==> src/rtl/board_io_conditioner.sv <==
// board_io_conditioner
//   Board-level input conditioner: per-channel synchroniser, debouncer with
//   one-cycle rise/fall pulses, and a free-running heartbeat LED counter.
//   Optional feature macro: BOARD_IO_IRQ_EN adds sticky per-channel change
//   flags (chg_flags), a per-channel clear (irq_clear) and an OR-ed irq.
//   Single clock domain, synchronous active-low reset (rstn).

module board_io_conditioner #(
   parameter int WIDTH           = 4,
   parameter int SYNC_STAGES     = 2,
   parameter int DEBOUNCE_CYCLES = 4,
   parameter int HB_BITS         = 24
) (
   input  logic             clk,
   input  logic             rstn,
   input  logic [WIDTH-1:0] sw_in,
`ifdef BOARD_IO_IRQ_EN
   input  logic [WIDTH-1:0] irq_clear,
   output logic [WIDTH-1:0] chg_flags,
   output logic             irq,
`endif
   output logic [WIDTH-1:0] sw_level,
   output logic [WIDTH-1:0] sw_rise,
   output logic [WIDTH-1:0] sw_fall,
   output logic             heartbeat
);

   localparam int              CNT_W   = $clog2(DEBOUNCE_CYCLES + 1);
   localparam logic [CNT_W-1:0] CNT_MAX = CNT_W'(DEBOUNCE_CYCLES - 1);

   // Synchroniser chain: stage 0 samples the pin, last stage feeds the debouncer.
   logic [WIDTH-1:0]   sync_q [SYNC_STAGES];
   logic [WIDTH-1:0]   sync_d [SYNC_STAGES];
   logic [WIDTH-1:0]   sync_s;

   // Debounce state and registered outputs.
   logic [CNT_W-1:0]   cnt_q  [WIDTH];
   logic [CNT_W-1:0]   cnt_d  [WIDTH];
   logic [WIDTH-1:0]   level_q, level_d;
   logic [WIDTH-1:0]   rise_q,  rise_d;
   logic [WIDTH-1:0]   fall_q,  fall_d;

   // Heartbeat counter.
   logic [HB_BITS-1:0] hb_q, hb_d;

   assign sync_s = sync_q[SYNC_STAGES-1];

   // Next-state for the synchroniser chain: shift pins in one stage per edge.
   always_comb begin
      sync_d[0] = sw_in;
      for (int k = 1; k < SYNC_STAGES; k++) begin
         sync_d[k] = sync_q[k-1];
      end
   end

   // Per-channel debounce: accept a new level once it has differed for
   // DEBOUNCE_CYCLES consecutive edges, pulsing rise/fall on that same edge.
   always_comb begin
      // NOTE: every combinational output gets a default first so that no path
      // through the loop leaves a value unassigned and infers a latch.
      cnt_d   = cnt_q;
      level_d = level_q;
      rise_d  = '0;
      fall_d  = '0;
      for (int i = 0; i < WIDTH; i++) begin
         if (sync_s[i] == level_q[i]) begin
            cnt_d[i] = '0;
         end else if (cnt_q[i] == CNT_MAX) begin
            cnt_d[i]   = '0;
            level_d[i] = sync_s[i];
            rise_d[i]  = sync_s[i];
            fall_d[i]  = ~sync_s[i];
         end else begin
            cnt_d[i] = cnt_q[i] + CNT_W'(1);
         end
      end
   end

   // Free-running heartbeat count, wrapping from all-ones to zero.
   always_comb begin
      hb_d = hb_q + HB_BITS'(1);
   end

   // State registers; reset clears every flop so a reset mid-debounce
   // discards the count and never manufactures an edge pulse.
   always_ff @(posedge clk) begin
      // NOTE: sequential state uses non-blocking assignments only, so every
      // register samples the pre-edge values regardless of statement order.
      if (!rstn) begin
         // NOTE: the sync chain and counters are small flop arrays, not RAM,
         // so they are reset explicitly like any other register.
         for (int k = 0; k < SYNC_STAGES; k++) begin
            sync_q[k] <= '0;
         end
         for (int i = 0; i < WIDTH; i++) begin
            cnt_q[i] <= '0;
         end
         level_q <= '0;
         rise_q  <= '0;
         fall_q  <= '0;
         hb_q    <= '0;
      end else begin
         sync_q  <= sync_d;
         cnt_q   <= cnt_d;
         level_q <= level_d;
         rise_q  <= rise_d;
         fall_q  <= fall_d;
         hb_q    <= hb_d;
      end
   end

   assign sw_level  = level_q;
   assign sw_rise   = rise_q;
   assign sw_fall   = fall_q;
   assign heartbeat = hb_q[HB_BITS-1];

`ifdef BOARD_IO_IRQ_EN
   logic [WIDTH-1:0] chg_q, chg_d;

   // Sticky change flags: set by a visible pulse, cleared by irq_clear;
   // a set on the same edge as a clear wins.
   always_comb begin
      chg_d = (chg_q & ~irq_clear) | rise_q | fall_q;
   end

   // Change-flag register.
   always_ff @(posedge clk) begin
      if (!rstn) begin
         chg_q <= '0;
      end else begin
         chg_q <= chg_d;
      end
   end

   assign chg_flags = chg_q;
   assign irq       = |chg_q;
`endif

endmodule

==> config.mk <==
export PLATFORM = sky130hd
export DESIGN_NAME = board_io_conditioner
export DESIGN_NICKNAME = d
export VERILOG_FILES = /design/src/rtl/board_io_conditioner.sv
export SDC_FILE = /design/constraint.sdc
export NUM_CORES = 1
export LEC_CHECK = 0
export ABC_CLOCK_PERIOD_IN_PS = 1620
export BUFFER_PORTS_ARGS = -buffer_cell sky130_fd_sc_hd__clkbuf_2
export CAP_MARGIN = 5
export CORE_UTILIZATION = 52
export DETAILED_ROUTE_END_ITERATION = 16
export PLACE_DENSITY = 0.72
export REMOVE_ABC_BUFFERS = 1
export SYNTH_ARGS = -nofsm -noshare
export SYNTH_HDL_FRONTEND = slang
export SYNTH_SLANG_ARGS = --single-unit
==> constraint.sdc <==
create_clock -name clk -period 1.62 [get_ports clk]
set_input_delay 0 -clock clk [delete_from_list [all_inputs] [get_ports clk]]
set_output_delay 0 -clock clk [all_outputs]
set_load 0.01 [all_outputs]
==> key figures <==
Floorplanning
  – Die W: 66.0 microns
  – Core Area: 3800 sq um
  – DIE AREA: 4350 sq um
  – Num rows: 22
  – Starting utilization of the core area: 0.560
  – Num ports: 19
  – Die height: 66.0 microns

Drt
  – Final WL: 3.34 mm
  – Drt initial violations: 74
  – Routed Antenna Nets: 0
  – Initial DRT Pass Iterations: 5
  – Drt drc: 0
  – Via count: 1528
  – Via-per-instance ratio: 5.14
  – Wirelength per Cell: 11.2 microns

Clocking
  – Clock root buffer: clkbuf_8
  – Latest clock arrival within the worst-skew pair: 0.30 ns
  – CTS Buffer Depth: 2
  – Reg clk slew, reported paths: 0.09 ns
  – Clk sink count: 56
  – CTS tree: built
  – Inserted Clock Buffers: 5
  – Postcts setup bufs: 0
  – CTS H-tree lvls: 2

Logic synthesis
  – FF+latch count, synth: 56
  – Register area share after synthesis: 0.527
  – Syn_area_per_cell: 9.85 sq um
  – Yosys warning total: 0
  – Cell variety after synth: 25
  – Mapped Cells: 216
  – Post-Syn Area: 2130 sq um

Job
  – Max_cap viols: 0

Worst setup path
  – CP max stage cell: or4_1
  – CP max stage delay: 0.42 ns
  – Worst-path cell chain: ha_1, and3_4, nand3_4, or4_1, a21oi_1
  – Critical Path RT: 1.86 ns
  – CP Class: reg -> reg
  – Worst Path Arrival: 1.77 ns
  – CP Capture Type: register
  – Largest fanout on the critical path: 12
  – CP Launch Type: register

Timing
  – Worst slew pin tran: 0.269 ns
  – Worst rel slew slack: 0.821
  – Pins Over Slew Limit: 0
  – Final Hold Viols: 0
  – Clock skew: 0.00407 ns
  – Fmax: 0.650 GHz
  – Period minus WS final: 1.54 ns
  – Final setup vio count: 0
  – Final worst-path cycle share: 0.950

Finish
  – Multi-input logic area: 943 sq um
  – Fin area: 2460 sq um
  – Storage cell area: 1120 sq um
  – Nets: 264
  – Fill cells: 327
  – Number of diodes: 0
  – Layout area overhead: 15.6%
  – Fin util: 0.648
  – Share of post-route cells with drive strength above 1: 0.165

Pwr
  – PwrDens: 879 nW/um^2
  – Peak supply drop: 0.451 mV
  – Static Leakage: 0.963 nW
  – Pwr Total: 2.16 mW

Place
  – Gpl congestion: 0.739
  – Placed cell area: 2320 sq um
  – DP HPWL: 2.27 mm
  – Buffers on Ports: 18

Worst hold path
  – HP Class: in -> reg

GRT
  – Vias in the first global route: 1371
  – Antenna violations before repair: 0
  – First-pass GRT wire length: 5.83 mm
  – GRT Total Usage: 0.176
  – Largest net degree at the start of global routing: 16
  – GRT Residual Overflow: 0

Status
  – Run status: completed
==> area by class of cell <==
| cell class | count | area share |
|---|---|---|
| flip-flops and latches | 56 | 0.456 |
| multi-input cells | 142 | 0.384 |
| repair buffers | 34 | 0.0895 |
| clock buffers | 6 | 0.0295 |
| well taps | 48 | 0.0244 |
| inverters | 10 | 0.0153 |
| clock inverters | 1 | 0.00203 |
==> layout by cell type, fill, tap and decap left out, drive strengths merged <==
master / Yosys / layout
nand3: 8 / 8
nor3b: 8 / 8
inv: 10 / 10
o21ai: 4 / 4
dfxtp: 56 / 56
or4: 6 / 6
buf: 3 / 12
ha: 9 / 9
and2: 10 / 10
mux2i: 4 / 4
o211ai: 2 / 2
clkinv: 0 / 1
and4: 4 / 4
nand2: 13 / 13
clkbuf: 5 / 24
a21oi: 8 / 8
nand4: 6 / 6
o31ai: 4 / 4
xnor2: 7 / 7
dlygate4sd3: 0 / 4
xor2: 9 / 9
nor2: 29 / 29
or3: 8 / 8
and3: 3 / 3
==> synth_stat cells (all sizes together) <==
master	n	area [sq um]
or3	8	50.1
dfxtp	56	1120
nor2	29	109
and3	3	18.8
or4	6	45.0
nor3b	8	60.1
buf	3	27.5
and4	4	35.0
nand4	6	43.8
mux2i	4	40.0
nand2	13	48.8
nand3	8	52.6
ha	9	113
xnor2	7	61.3
o211ai	2	15.0
and2	10	62.6
a21oi	8	40.0
o31ai	4	30.0
xor2	9	78.8
o21ai	4	20.0
clkbuf	5	18.8
inv	10	37.5
==> per-stage QoR <==
step / hold slack (ns) / TNS [ns] / std cells / worst slack [ns]
2_1_floorplan: 0.122 / 0 / 208 / 0.0961
3_3_place_gp: 0.205 / 0 / 286 / 0.124
3_5_place_dp: 0.215 / 0 / 286 / 0.0913
4_1_cts: 0.0842 / 0 / 297 / 0.0664
5_1_grt: 0.124 / -0.0307 / 297 / -0.0275
6_report: 0.0773 / 0 / 297 / 0.0814
==> logic make-up (layout without fill, tap and decap cells) <==
kind of cell / count (synthesis) / after routing / synth area share
AND/OR/NAND/NOR: 95 / 95 / 0.247
flip-flops: 56 / 56 / 0.527
AO/OA/AOI/OAI: 18 / 18 / 0.0494
buffers and inverters: 18 / 51 / 0.0394
XOR/XNOR: 16 / 16 / 0.0658
adder cells (fa/ha/maj): 9 / 9 / 0.0529
multiplexers: 4 / 4 / 0.0188
==> final timing paths <==
check | cells past startpoint | startpoint | slack, ns | endpoint
setup / recovery | 5 | hb_q[0]$_SDFF_PN0_ | 0.08 | hb_q[18]$_SDFF_PN0_
hold / removal | 3 | rstn | 0.08 | hb_q[0]$_SDFF_PN0_
setup reg to reg | 5 | hb_q[0]$_SDFF_PN0_ | 0.08 | hb_q[18]$_SDFF_PN0_
hold reg to reg | 1 | cnt_q[3]$_SDFF_PP0_ | 0.43 | cnt_q[3]$_SDFF_PP0_
==> critical path, delay by kind of cell, from the launching register on <==
kind	cells	cell delay [ns]
flip-flops	1	0.37
AO/OA/AOI/OAI	1	0.14
AND/OR/NAND/NOR	3	0.76
adder cells (fa/ha/maj)	1	0.20
==> per-layer routing <==
layer | up-vias | part of all wire | global-route usage
li1 | 802 | - | -
met1 | 704 | 0.50 | 0.216
met3 | 5 | 0.027 | 0.0517
met5 | - | 0 | 0
met2 | 17 | 0.46 | 0.287
met4 | 0 | 0.015 | 0.0718
==> where the power goes <==
group	leakage, nW	switching (mW)	internal (mW)	total [mW]
registers	0.454	0.0119	1.39	1.41
logic	0.468	0.0308	0.0318	0.0626
clock network	0.0410	0.399	0.295	0.694
==> flip-flops by register name (all words and copies together), names as in the netlist <==
| name | count |
|---|---|
| sw_rise | 4 |
| sync_s | 4 |
| sw_level | 4 |
| cnt_q | 12 |
| sw_fall | 4 |
| hb_q | 24 |
| sync_d | 4 |
==> what timing repair did <==
action                                 CTS  global route
hold buffers                             4             0
resized for setup                        0             4
setup endpoints to repair                0             8
endpoints found under the hold margin    4             0
No activity file was read; power rests on OpenSTA's default activity.
